<file path="src/rtl/clb_cfg_loader.sv">
// Serial bitstream loader for a clb42 array: sync byte, frame count, per-CLB frames.
// Optional CLB_CFG_PARITY_EN appends an even-parity bit to every frame.
module clb_cfg_loader #(
  parameter int NUM_CLB = 4,
  parameter int CFG_W   = 37,
  parameter int ADDR_W  = 2
) (
  input  logic              K,
  input  logic              RST,
  input  logic              PROG,
  input  logic              DIN,
  input  logic              DVALID,
  output logic [ADDR_W-1:0] CFG_ADDR,
  output logic [CFG_W-1:0]  CFG_DATA,
  output logic              CFG_WE,
  output logic              BUSY,
  output logic              DONE,
  output logic              ERR
);

`ifdef CLB_CFG_PARITY_EN
  localparam int FRM_BITS = CFG_W + 1;
`else
  localparam int FRM_BITS = CFG_W;
`endif
  localparam int CNT_RAW = $clog2(FRM_BITS + 1);
  localparam int CNT_W   = (CNT_RAW > 4) ? CNT_RAW : 4;

  localparam logic [CNT_W-1:0] LAST     = CNT_W'(FRM_BITS - 1);
  localparam logic [CNT_W-1:0] HDR_LAST = CNT_W'(7);
  localparam logic [CNT_W-1:0] CNT_ONE  = CNT_W'(1);
  localparam logic [7:0]       SYNC_B   = 8'hA5;
  localparam logic [7:0]       MAX_N    = 8'(NUM_CLB);

  typedef enum logic [2:0] {
    S_IDLE,
    S_SYNC,
    S_HDR,
    S_FRAME,
    S_DONE,
    S_ERROR
  } state_t;

  state_t              state_q, state_d;
  logic [7:0]          win_q, win_d;
  logic [7:0]          hdr_q, hdr_d;
  logic [7:0]          nfr_q, nfr_d;
  logic [CNT_W-1:0]    cnt_q, cnt_d;
  logic [ADDR_W-1:0]   idx_q, idx_d;
  logic [CFG_W-1:0]    sh_q, sh_d;
  logic                we_q, we_d;
  logic [ADDR_W-1:0]   addr_q, addr_d;
  logic [CFG_W-1:0]    data_q, data_d;
  logic                commit;
  logic [CFG_W-1:0]    frame;

  always_ff @(posedge K) begin
    if (RST) begin
      state_q <= S_IDLE;
      win_q   <= '0;
      hdr_q   <= '0;
      nfr_q   <= '0;
      cnt_q   <= '0;
      idx_q   <= '0;
      sh_q    <= '0;
      we_q    <= 1'b0;
      addr_q  <= '0;
      data_q  <= '0;
    end else begin
      state_q <= state_d;
      win_q   <= win_d;
      hdr_q   <= hdr_d;
      nfr_q   <= nfr_d;
      cnt_q   <= cnt_d;
      idx_q   <= idx_d;
      sh_q    <= sh_d;
      we_q    <= we_d;
      addr_q  <= addr_d;
      data_q  <= data_d;
    end
  end

  always_comb begin
    state_d = state_q;
    win_d   = win_q;
    hdr_d   = hdr_q;
    nfr_d   = nfr_q;
    cnt_d   = cnt_q;
    idx_d   = idx_q;
    sh_d    = sh_q;
    we_d    = 1'b0;
    addr_d  = addr_q;
    data_d  = data_q;
    commit  = 1'b0;
    frame   = '0;

    if (PROG) begin
      state_d = S_SYNC;
      win_d   = '0;
      hdr_d   = '0;
      nfr_d   = '0;
      cnt_d   = '0;
      idx_d   = '0;
      sh_d    = '0;
      addr_d  = '0;
    end else if (DVALID) begin
      unique case (state_q)
        S_SYNC: begin
          win_d = {win_q[6:0], DIN};
          if (win_d == SYNC_B) begin
            state_d = S_HDR;
            cnt_d   = '0;
          end
        end
        S_HDR: begin
          hdr_d = {hdr_q[6:0], DIN};
          cnt_d = cnt_q + CNT_ONE;
          if (cnt_q == HDR_LAST) begin
            cnt_d = '0;
            nfr_d = hdr_d;
            idx_d = '0;
            if (hdr_d == 8'd0 || hdr_d > MAX_N)
              state_d = S_ERROR;
            else
              state_d = S_FRAME;
          end
        end
        S_FRAME: begin
          cnt_d = cnt_q + CNT_ONE;
`ifdef CLB_CFG_PARITY_EN
          if (cnt_q != LAST) begin
            sh_d = {sh_q[CFG_W-2:0], DIN};
          end else begin
            cnt_d = '0;
            // even parity: payload XOR parity bit must be zero
            if (DIN == ^sh_q) begin
              commit = 1'b1;
              frame  = sh_q;
            end else begin
              state_d = S_ERROR;
              addr_d  = idx_q;
            end
          end
`else
          sh_d = {sh_q[CFG_W-2:0], DIN};
          if (cnt_q == LAST) begin
            cnt_d  = '0;
            commit = 1'b1;
            frame  = sh_d;
          end
`endif
        end
        default: ;
      endcase

      // write strobe is registered, so it appears the cycle after the last bit
      if (commit) begin
        we_d   = 1'b1;
        addr_d = idx_q;
        data_d = frame;
        idx_d  = idx_q + ADDR_W'(1);
        if (8'(idx_q) == nfr_q - 8'd1)
          state_d = S_DONE;
      end
    end
  end

  assign CFG_WE   = we_q;
  assign CFG_ADDR = addr_q;
  assign CFG_DATA = data_q;
  assign BUSY     = (state_q == S_SYNC) ||
                    (state_q == S_HDR)  ||
                    (state_q == S_FRAME);
  assign DONE     = (state_q == S_DONE);
  assign ERR      = (state_q == S_ERROR);

endmodule

</file>
<file path="config.mk">
export PLATFORM = sky130hd
export DESIGN_NAME = clb_cfg_loader
export DESIGN_NICKNAME = d
export VERILOG_FILES = /design/src/rtl/clb_cfg_loader.sv
export SDC_FILE = /design/constraint.sdc
export NUM_CORES = 1
export LEC_CHECK = 0
export ABC_AREA = 1
export BUFFER_PORTS_ARGS = -buffer_cell sky130_fd_sc_hd__clkbuf_2
export CAP_MARGIN = 20
export CELL_PAD_IN_SITES_DETAIL_PLACEMENT = 1
export CELL_PAD_IN_SITES_GLOBAL_PLACEMENT = 1
export CORE_ASPECT_RATIO = 2
export CORE_MARGIN = 2
export CORE_UTILIZATION = 36
export CTS_CLUSTER_DIAMETER = 40
export DETAILED_ROUTE_END_ITERATION = 8
export GPL_TIMING_DRIVEN = 0
export PLACE_DENSITY = 0.69
export SYNTH_ARGS = -nofsm -noshare
export SYNTH_HDL_FRONTEND = slang
export SYNTH_SLANG_ARGS = --single-unit
</file>
<file path="constraint.sdc">
create_clock -name K -period 1.6 [get_ports K]
set_input_delay 0.32 -clock K [delete_from_list [all_inputs] [get_ports K]]
set_output_delay 0.32 -clock K [all_outputs]
set_load 0.05 [all_outputs]
</file>
# After elaboration in Yosys (flattened, before gate mapping)
# Cells that the tools add are included.
[op_classes] addsub=3 mul=0 div_mod_pow=0 magnitude_cmp=1 n_eq_ne=10 n_shift=0 muxes=22 n_bitwise=2 reduce_logical=18
[ops] cell="$mux W37" count=2
[ops] cell="$mux W6" count=3
[ops] cell="$pmux W6 S3" count=1
[ops] cell="$mux W3" count=5
[ops] cell="$reduce_and A3 Y1" count=4
[ops] cell="$eq A2 B8 Y1" count=1
[ops] cell="$eq A8 B8 Y1 const B" count=1
[ops] cell="$gt A8 B3 Y1 const B" count=1
[ops] cell="$logic_not A8 Y1" count=1
[ops] cell="$reduce_and A2 Y1" count=4
[ops] cell="$sub A8 B1 Y8 const B" count=1
[ops] cell="$mux W1" count=7
[ops] cell="$add A6 B1 Y6 const B" count=1
[ops] cell="$eq A3 B2 Y1 const B" count=2
[ops] cell="$eq A3 B3 Y1 const B" count=2
[ops] cell="$eq A6 B3 Y1 const B" count=1
[ops] cell="$eq A6 B6 Y1 const B" count=1
[ops] cell="$mux W2" count=3
[ops] cell="$pmux W3 S2" count=1
[ops] cell="$reduce_bool A2 Y1" count=3
[ops] cell="$eq A3 B1 Y1 const B" count=1
[ops] cell="$logic_or A1 B1 Y1" count=3
[ops] cell="$reduce_bool A3 Y1" count=1
[ops] cell="$reduce_or A3 Y1" count=1
[ops] cell="other kinds (4)" count=5
[totals] ff_bits=109 latchBits=0 ram_bits=0 mem_bits_ro=0 input_bits=5 output_inout_bits=43 word_cells=67 n_memories=0

# Logic depth before layout (Yosys ltp)
# Gate-level depths: netlist of run 1.
[logic_depth] ltp_word=9 ltp_mapped=11 mapped_depth_nobuf=11

# Least setup slack after synthesis of run 1
# No wires, ideal clock.
[synth_path] path_type="flip-flop to output port" start="reg state_q[0]" end="out ERR" t_arrival_ns=1.219 path_slack_ns=0.061 path_stages_with_launch=4 path_buffers=1 path_cell_list="dfxtp_1 -> buf_2 -> inv_1 -> nor2_1"
[synth_via] elab_chain_len=1
[synth_lines] item="start, declared" line="44" text="state_t state_q, state_d;"
[synth_lines] item="start signal, assigned" line="70" text="state_q <= state_d;"
[synth_lines] item="$eq A3 B3 Y1" line="175" text="assign ERR = (state_q == S_ERROR);"
[synth_lines] item="end, declared" line="18" text="output logic ERR"
# No other way between the ends.

# Worst setup path in the final report of run 1
[layout_path] start="reg cnt_q[0]" end="reg data_q[28] (netlist: CFG_DATA[28])"
[layout_via] elab_chain_len=6 elab_cells_between_ends=8
[layout_lines] item="start, declared" line="48" text="logic [CNT_W-1:0] cnt_q, cnt_d;"
[layout_lines] item="start signal, assigned" line="74" text="cnt_q <= cnt_d;"
[layout_lines] item="$eq A6 B6 Y1 *" line="146" text="if (cnt_q == LAST) begin"
[layout_lines] item="$mux W1" line="146"
[layout_lines] item="$mux W1" line="107" text="unique case (state_q)"
[layout_lines] item="$mux W1" line="106" text="end else if (DVALID) begin"
[layout_lines] item="$mux W1" line="97" text="if (PROG) begin"
[layout_lines] item="$reduce_and A3 Y1 (no source line)"
[layout_lines] item="end signal, assigned" line="79" text="data_q <= data_d;"
[layout_lines] item="end, declared" line="53" text="logic [CFG_W-1:0] data_q, data_d;"
# Every way passes the cells marked *; elsewhere a longest branch is shown, timed or not. The select of a mux whose other input is x is not followed.
# A chain may end at the register's enable or synchronous reset.

==> results.yml, run 1 <==
outcome:
  status: "finished, violations left"
  violations: "setup timing"
setup_path:
  critPathLaunchType: "register"
  crit_type: "reg -> reg"
  end_kind: "register"
  required_ns: 1.85
  crit_arrival_ns: 1.87
  crit_path_max_fanout: 10
timing:
  tightest_slew_ns: 1.07
  period_share_pct: 101
  fmax_ghz: 0.617
  fin_skew_ns: 0.0105
  rsz0062_at_grt: "true"
  setup_ws_ns: -0.0216
  fin_crit_ns: 1.62
  slew_viol_final: 0
  setup_viol: 10
  hold_violations: 0
  slew_headroom_pct: 28.6
cts:
  clock_latency_ns: 0.35
  cts_max_level: 3
  cts_buffers: 9
  cts_hold_buf: 0
  clkTransAtPathRegs_ns: 0.08
  cts_tree: "yes"
  clk_path_buf_depth: 2
  cts_root_buffer: "clkbuf_16"
  cts.sink_count: 109
route:
  vias_per_cell: 5.00
  wl_um: 11700
  firstDrtPassIters: 4
  drtIter0Drc: 113
  ant_nets: 0
  drc: 0
  vias: 3896
  wire_per_inst_um: 15.0
global_routing:
  grt_overflow: 0
  antenna_found_initial: 0
  grt_usage_pct: 19.3
  grt_pass1_wl_um: 19300
  first_global_vias: 4054
  grt_max_degree: 20
placed_design:
  port_buffers: 47
  dpl_cell_area_um2: 4710
  gp_congestion: 0.809
  hpwl_um: 8500
synthesis:
  syn_area_per_cell_um2: 7.66
  synthCells: 560
  synth-warning-count: 0
  syn_nets: 568
  yosysSeqAreaShare_pct: 50.9
  ys_ff_latch: 109
  synth_area_um2: 4290
  synth_cell_types: 23
cells_and_area:
  nets: 637
  layout_common_cells: "dfxtp_1 (104), inv_1 (76), a21oi_1 (67)"
  fin_area_um2: 5560
  layout_commonest_cell: "dfxtp_1"
  syn_to_final_growth_pct: 29.7
  drive_gt1_share_pct: 27.0
  antenna_cells: 0
floorplanning:
  die_w_um: 81.2
  initial_core_util_pct: 36.7
  pin_count: 48
  core_um2: 11700
  rows: 56
  die_y_um: 158
  die-area_um2: 12900
job:
  maxCapViolCount: 0
pwr:
  vdd_drop_max_v: 0.000594
  leakagePower_nw: 2.12
  pwr_density_cell_nw_per_um2: 957
  finalPower_mw: 5.32
hold_path:
  hp-class: "in -> reg"
==> final timing paths <==
kind / slack, ns / cells past startpoint / startpoint / to
hold / removal: 0.22 / 2 / PROG / CFG_WE
hold reg to reg: 0.45 / 2 / CFG_DATA[18] / CFG_DATA[18]
setup reg to reg: -0.02 / 11 / cnt_q[0] / CFG_DATA[28]
setup / recovery: -0.02 / 11 / cnt_q[0] / CFG_DATA[28]
==> cell usage after synthesis <==
| master | count | area share (%) |
|---|---|---|
| nor2_1 | 69 | 6.0 |
| nand2_1 | 49 | 4.3 |
| nand4_1 | 1 | 0.15 |
| nor2_4 | 4 | 1.1 |
| clkbuf_1 | 13 | 1.1 |
| a21oi_1 | 86 | 10 |
| o21ai_0 | 81 | 9.5 |
| inv_1 | 80 | 7.0 |
| buf_4 | 1 | 0.18 |
| buf_2 | 5 | 0.58 |
| buf_6 | 7 | 1.8 |
| ha_1 | 3 | 0.88 |
| nand3_1 | 9 | 1.1 |
| inv_2 | 7 | 0.61 |
| nand2_2 | 2 | 0.29 |
| o211ai_1 | 1 | 0.18 |
| nor3_1 | 4 | 0.47 |
| o211a_1 | 1 | 0.23 |
| or2_2 | 1 | 0.15 |
| nand3_2 | 3 | 0.70 |
| o21ai_1 | 23 | 2.7 |
| dfxtp_1 | 109 | 51 |
| a31oi_1 | 1 | 0.15 |
==> where the power goes <==
part	total, mW	switching (mW)	internal [mW]
Combinational	0.268	0.182	0.0853
Clock	2.32	1.07	1.25
Sequential	2.73	0.00796	2.72
Total	5.32	1.26	4.06
==> sequential cells by signal, summed over array words and instances (netlist names) <==
register,count
CFG_ADDR,2
CFG_DATA,37
CFG_WE,1
cnt_q,6
hdr_q,7
idx_q,2
nfr_q,8
sh_q,36
state_q,3
win_q,7
==> per-layer routing <==
metal | global-route usage, % | wire, um
met2 | 38.4 | 6820
met1 | 19.9 | 4400
met4 | 5.33 | 148
met5 | 0 | 0
met3 | 3.12 | 295
==> cell type report <==
| cell class | instances | area (um2) |
|---|---|---|
| plain buffers | 26 | 214 |
| well taps | 145 | 181 |
| inverters | 87 | 332 |
| clock inverters | 6 | 77.6 |
| fillers | 1440 | 6140 |
| flip-flops and latches | 109 | 2190 |
| clock buffers | 10 | 229 |
| multi-input cells | 339 | 1950 |
| repair buffers | 57 | 388 |
==> worst max-delay path, cell delays in order (launching register included) <==
cell     delay [ns]
dfxtp_2        0.34
inv_2          0.08
ha_4           0.14
nand2_2        0.05
inv_2          0.07
nand3_4        0.11
nor2_4         0.14
nand2_4        0.09
buf_12         0.16
buf_12         0.15
o21ai_1        0.16
a21oi_2        0.04
==> repair_timing <==
item                                    in CTS  in global routing
pin swaps                                    4                 10
endpoints found under the setup margin      69                107
cloned                                       2                  1
resized for setup                           71                 61
setup buffers                                2                  6
==> through the flow <==
step	TNS, ns	cells	utilization, %	setup slack [ns]	hold slack, ns
floorplan	0	560	-	0.0608	0.389
detailed placement	-16.40	752	40.2	-0.342	0.439
finish	-0.0694	779	47.5	-0.0216	0.217
CTS	-0.612	772	45.6	-0.0394	0.194
global route	-2.23	779	47.5	-0.0921	0.228
global placement	-12.78	752	40.2	-0.337	0.434
==> logic make-up (layout without fill, tap and decap cells) <==
group	Yosys count	in the layout	synth area share, %
buffers and inverters	113	186	11.3
DFF	109	109	50.9
and+or+nand+nor	142	143	14.2
AOI/OAI and AO/OA	193	193	22.7
adders and majority gates	3	3	0.875
Power figures use the tool's default switching activity.
==> run 2, diff against run 1 <==
--- a/config.mk
+++ b/config.mk
@@ -16,7 +16,7 @@
 export CTS_CLUSTER_DIAMETER = 40
 export DETAILED_ROUTE_END_ITERATION = 8
 export GPL_TIMING_DRIVEN = 0
-export PLACE_DENSITY = 0.69
+export PLACE_DENSITY_LB_ADDON = 0.15
 export SYNTH_ARGS = -nofsm -noshare
 export SYNTH_HDL_FRONTEND = slang
 export SYNTH_SLANG_ARGS = --single-unit
==> results.yml, run 2 (synthesis gave the netlist of run 1 again) <==
outcome:
  status: "finished, violations left"
  violations: "setup timing"
global_routing:
  grt_usage_pct: 18.9
  grt_max_degree: 19
  first_global_vias: 3975
  antenna_found_initial: 0
  grt_overflow: 0
  grt_pass1_wl_um: 18800
timing:
  rsz0062_at_grt: "true"
  fin_crit_ns: 1.63
  tightest_slew_ns: 1.04
  hold_violations: 0
  fin_skew_ns: 0.0100
  fin_hold_ws_ns: 0.220
  slew_headroom_pct: 30.7
  setup_viol: 9
  slew_viol_final: 0
  period_share_pct: 102
  setup_ws_ns: -0.0281
  fmax_ghz: 0.614
route:
  vias_per_cell: 4.94
  ant_nets: 0
  drtIter0Drc: 170
  wire_per_inst_um: 15.0
  vias: 3826
  wl_um: 11600
  drc: 0
  firstDrtPassIters: 4
cts:
  cts_hold_buf: 0
  cts_max_level: 3
  cts.sink_count: 109
  cts_buffers: 9
  clock_latency_ns: 0.34
  cts_tree: "yes"
  cts_root_buffer: "clkbuf_16"
  clkTransAtPathRegs_ns: 0.07
  clk_path_buf_depth: 2
setup_path:
  critPathLaunchType: "register"
  end_kind: "register"
  reg2reg_from: "cnt_q[0]"
  required_ns: 1.84
  r2r_cells: 11
  ff2ff_setup_slack_ns: -0.03
  crit_arrival_ns: 1.87
  crit_path_max_fanout: 6
  r2r-end: "CFG_DATA[33]"
  crit_type: "reg -> reg"
cells_and_area:
  finalCoreUtilization_pct: 46.3
  fillerInstances: 1424
  final-seq-area_um2: 2190
  multi_input_area_um2: 1890
  syn_to_final_growth_pct: 26.3
  drive_gt1_share_pct: 25.9
  nets: 633
  antenna_cells: 0
  largest_reg_flops: 37
  layout_common_cells: "dfxtp_1 (103), a21oi_1 (77), inv_1 (75)"
  fin_cells: 774
  layout_commonest_cell: "dfxtp_1"
hold_path:
  hp-start: "PROG"
  holdPathStages: 2
  hp-class: "in -> reg"
  holdPathEnd: "CFG_WE"
floorplanning:
  pin_count: 48
  die_w_um: 81.2
  rows: 56
  die_y_um: 158
  die-area_um2: 12900
  core_um2: 11700
  initial_core_util_pct: 36.7
placed_design:
  place_inst: 752
  gp_congestion: 0.799
  port_buffers: 47
  hpwl_um: 8640
pwr:
  leakagePower_nw: 2.06
  vdd_drop_max_v: 0.000586
  pwr_density_cell_nw_per_um2: 938
  finalPower_mw: 5.08
job:
  maxCapViolCount: 0
-- run 2: changes by cell type in the layout (fill, tap and decap cells not counted), sizes merged --
cell / delta
buf: -2
clkinvlp: +2
inv: -2
bufbuf: -1
bufinv: -1
clkbuf: -1
clkinv: +1
nand2: -1
-- run 2: what timing repair did --
action                                  in CTS  in global routing
setup buffers                                2                  3
pin swaps                                    3                 10
gates cloned                                 0                  2
resized for setup                           48                 78
endpoints found under the setup margin      69                 95
-- run 2: routing by layer --
metal,routed length [um],GRT usage [%],up-vias
met3,229,2.49,7
met5,0,0,-
met4,148,6.05,0
met1,4400,19.7,1843
li1,-,-,1929
met2,6850,37.5,47
-- run 2: per-stage QoR --
stage | cell area, um2 | TNS, ns | worst slack [ns]
final | 5420 | -0.115 | -0.0281
after CTS | 5150 | -0.346 | -0.0446
after detailed placement | 4710 | -17.37 | -0.363
after global routing | 5420 | -1.99 | -0.101
after floorplan | 4290 | 0 | 0.0608
after global placement | 4710 | -14.73 | -0.358
-- run 2: final cells by class --
class,instances,area share (%)
Timing Repair Buffer,54,6.33
Buffer,26,3.79
Tap cell,145,3.35
Multi-Input combinational cell,338,34.8
Inverter,87,6.21
Clock buffer,9,4.16
Sequential cell,109,40.5
Clock inverter,6,0.878
-- run 2: worst max-delay path by stage --
| stage | depth (start not counted) | end | slack [ns] | start |
|---|---|---|---|---|
| after floorplan | 3 | ERR | 0.06 | state_q[0] |
| final | 11 | CFG_DATA[33] | -0.03 | cnt_q[0] |
| after detailed placement | 5 | nfr_q[1] | -0.36 | RST |
| after global routing | 10 | CFG_DATA[21] | -0.10 | cnt_q[0] |
| after CTS | 11 | idx_q[1] | -0.04 | cnt_q[0] |
| after global placement | 5 | nfr_q[1] | -0.36 | RST |
-- run 2: critical path, stage by stage, from the launching register on --
cell	delay [ns]
dfxtp_4	0.37
inv_4	0.07
ha_4	0.13
nand2_2	0.05
inv_2	0.07
nand3_4	0.11
nor2_4	0.14
nand2_4	0.09
buf_12	0.15
buf_12	0.14
o21ai_4	0.17
a21oi_2	0.04
-- run 2: report_power, final --
part	internal (mW)	total (mW)	switching, mW	leakage, nW
Combinational	0.0815	0.257	0.176	1.05
Sequential	2.72	2.73	0.00820	0.882
Clock	1.06	2.10	1.03	0.126
Total	3.86	5.08	1.22	2.06
==> run 3, diff against run 2 <==
--- a/config.mk
+++ b/config.mk
@@ -8,11 +8,11 @@
 export ABC_AREA = 1
 export BUFFER_PORTS_ARGS = -buffer_cell sky130_fd_sc_hd__clkbuf_2
 export CAP_MARGIN = 20
-export CELL_PAD_IN_SITES_DETAIL_PLACEMENT = 1
-export CELL_PAD_IN_SITES_GLOBAL_PLACEMENT = 1
+export CELL_PAD_IN_SITES_DETAIL_PLACEMENT = 0
+export CELL_PAD_IN_SITES_GLOBAL_PLACEMENT = 2
 export CORE_ASPECT_RATIO = 2
 export CORE_MARGIN = 2
-export CORE_UTILIZATION = 36
+export CORE_UTILIZATION = 33
 export CTS_CLUSTER_DIAMETER = 40
 export DETAILED_ROUTE_END_ITERATION = 8
 export GPL_TIMING_DRIVEN = 0
==> results.yml, run 3 (synthesis gave the netlist of run 1 again) <==
floorplanning:
  die_w_um: 84.6
  die_y_um: 165
  die-area_um2: 14000
  core_um2: 12800
  initial_core_util_pct: 33.4
  pin_count: 48
  rows: 59
placed_design:
  port_buffers: 47
  gp_congestion: 0.764
  place_inst: 759
  hpwl_um: 7310
job:
  maxCapViolCount: 0
outcome:
  status: "finished clean"
route:
  vias_per_cell: 4.66
  drc: 0
  drtIter0Drc: 176
  wire_per_inst_um: 13.2
  wl_um: 10500
  ant_nets: 0
  vias: 3680
  firstDrtPassIters: 4
cells_and_area:
  drive_gt1_share_pct: 26.3
  syn_to_final_growth_pct: 30.2
  layout_common_cells: "dfxtp_1 (105), inv_1 (76), a21oi_1 (74)"
  fin_cells: 790
  layout_commonest_cell: "dfxtp_1"
  finalCoreUtilization_pct: 43.5
  nets: 642
  largest_reg_flops: 37
  antenna_cells: 0
timing:
  setup_viol: 0
  period_share_pct: 99.6
  hold_violations: 0
  fin_skew_ns: 0.00877
  slew_viol_final: 0
  slew_headroom_pct: 43.9
  rsz0062_at_grt: "true"
  fin_crit_ns: 1.59
  tightest_slew_ns: 0.841
  fmax_ghz: 0.627
cts:
  cts_max_level: 3
  clk_path_buf_depth: 2
  cts_buffers: 9
  cts_root_buffer: "clkbuf_16"
  cts_tree: "yes"
  clock_latency_ns: 0.35
  cts_hold_buf: 0
  cts.sink_count: 109
  clkTransAtPathRegs_ns: 0.07
setup_path:
  crit_type: "reg -> reg"
  crit_path_max_fanout: 8
  required_ns: 1.84
  reg2reg_from: "cnt_q[0]"
  end_kind: "register"
  critPathLaunchType: "register"
  r2r_cells: 11
  crit_arrival_ns: 1.84
  r2r-end: "CFG_DATA[36]"
  ff2ff_setup_slack_ns: 0.006
global_routing:
  grt_pass1_wl_um: 16900
  grt_usage_pct: 15.3
  first_global_vias: 3362
  grt_max_degree: 19
  antenna_found_initial: 0
  grt_overflow: 0
pwr:
  vdd_drop_max_v: 0.000572
  leakagePower_nw: 2.14
  pwr_density_cell_nw_per_um2: 941
hold_path:
  hp-start: "RST"
  hp-class: "in -> reg"
  holdPathStages: 2
  holdPathEnd: "state_q[0]"
[run 3: cell types whose count changed in the layout (fill, tap and decap cells not counted), moves of 2 or more]
cell / delta
a21oi_1: -3
a21oi_2: +3
buf_12: +2
buf_2: -2
buf_4: +7
dfxtp_1: +2
o21ai_0: +3
o21ai_1: -2
o21ai_2: -2
[run 3: metrics by stage]
step / total power [mW] / instance area, um2 / TNS, ns / setup WS [ns] / hold slack (ns)
floorplan: 2.93 / 4290 / 0 / 0.0608 / 0.389
global placement: 3.00 / 4710 / -8.91 / -0.198 / 0.433
detailed placement: 3.00 / 4710 / -10.49 / -0.218 / 0.436
CTS: 5.29 / 5190 / -0.495 / -0.0484 / 0.209
global route: 5.46 / 5580 / -1.29 / -0.0688 / 0.224
finish: 5.25 / 5580 / 0 / 0.00594 / 0.224
[run 3: power breakdown]
group          switching (mW)  total (mW)  internal (mW)  leakage (nW)
sequential            0.00766        2.73           2.72         0.880
clock                    1.04        2.27           1.22         0.139
combinational           0.172       0.258         0.0858          1.12
total                    1.22        5.25           4.03          2.14
[run 3: area by class of cell]
type	instances	area, um2
plain buffers	26	223
clock buffers	9	225
clock inverters	6	71.3
fillers	1391	7260
inverters	87	334
multi-input cells	338	1890
flip-flops and latches	109	2190
well taps	152	190
repair buffers	63	459
[run 3: what timing repair did]
item / 4_1_cts / 5_1_grt
setup endpoints to repair: 68 / 87
pin swaps: 3 / 15
setup buffers: 2 / 10
resized for setup: 40 / 84
gates cloned: 1 / 3
[run 3: worst max path at each step]
stage                from            to  slack, ns  cells after the start
2_1_floorplan  state_q[0]           ERR       0.06                      3
3_3_place_gp     cnt_q[0]  CFG_DATA[27]      -0.20                     11
3_5_place_dp         PROG      nfr_q[1]      -0.22                      5
4_1_cts        state_q[1]          BUSY      -0.05                      5
5_1_grt          cnt_q[0]  CFG_DATA[32]      -0.07                     11
6_report         cnt_q[0]  CFG_DATA[36]      0.006                     11
[run 3: metal layers]
metal  up-vias  wire (um)  global-route usage, %
met5         -          0                      0
met3         8        330                   2.68
li1       1952          -                      -
met2        51       4970                   24.7
met4         0        142                   5.63
met1      1669       5020                   20.4
[run 3: critical path, stage by stage, from the launching register on]
cell     delay (ns)
dfxtp_2        0.34
inv_2          0.08
ha_4           0.13
nand2_2        0.05
inv_2          0.06
nand3_4        0.09
nor2_4         0.14
nand2_4        0.10
buf_12         0.16
buf_12         0.14
o21ai_4        0.16
a21oi_2        0.04
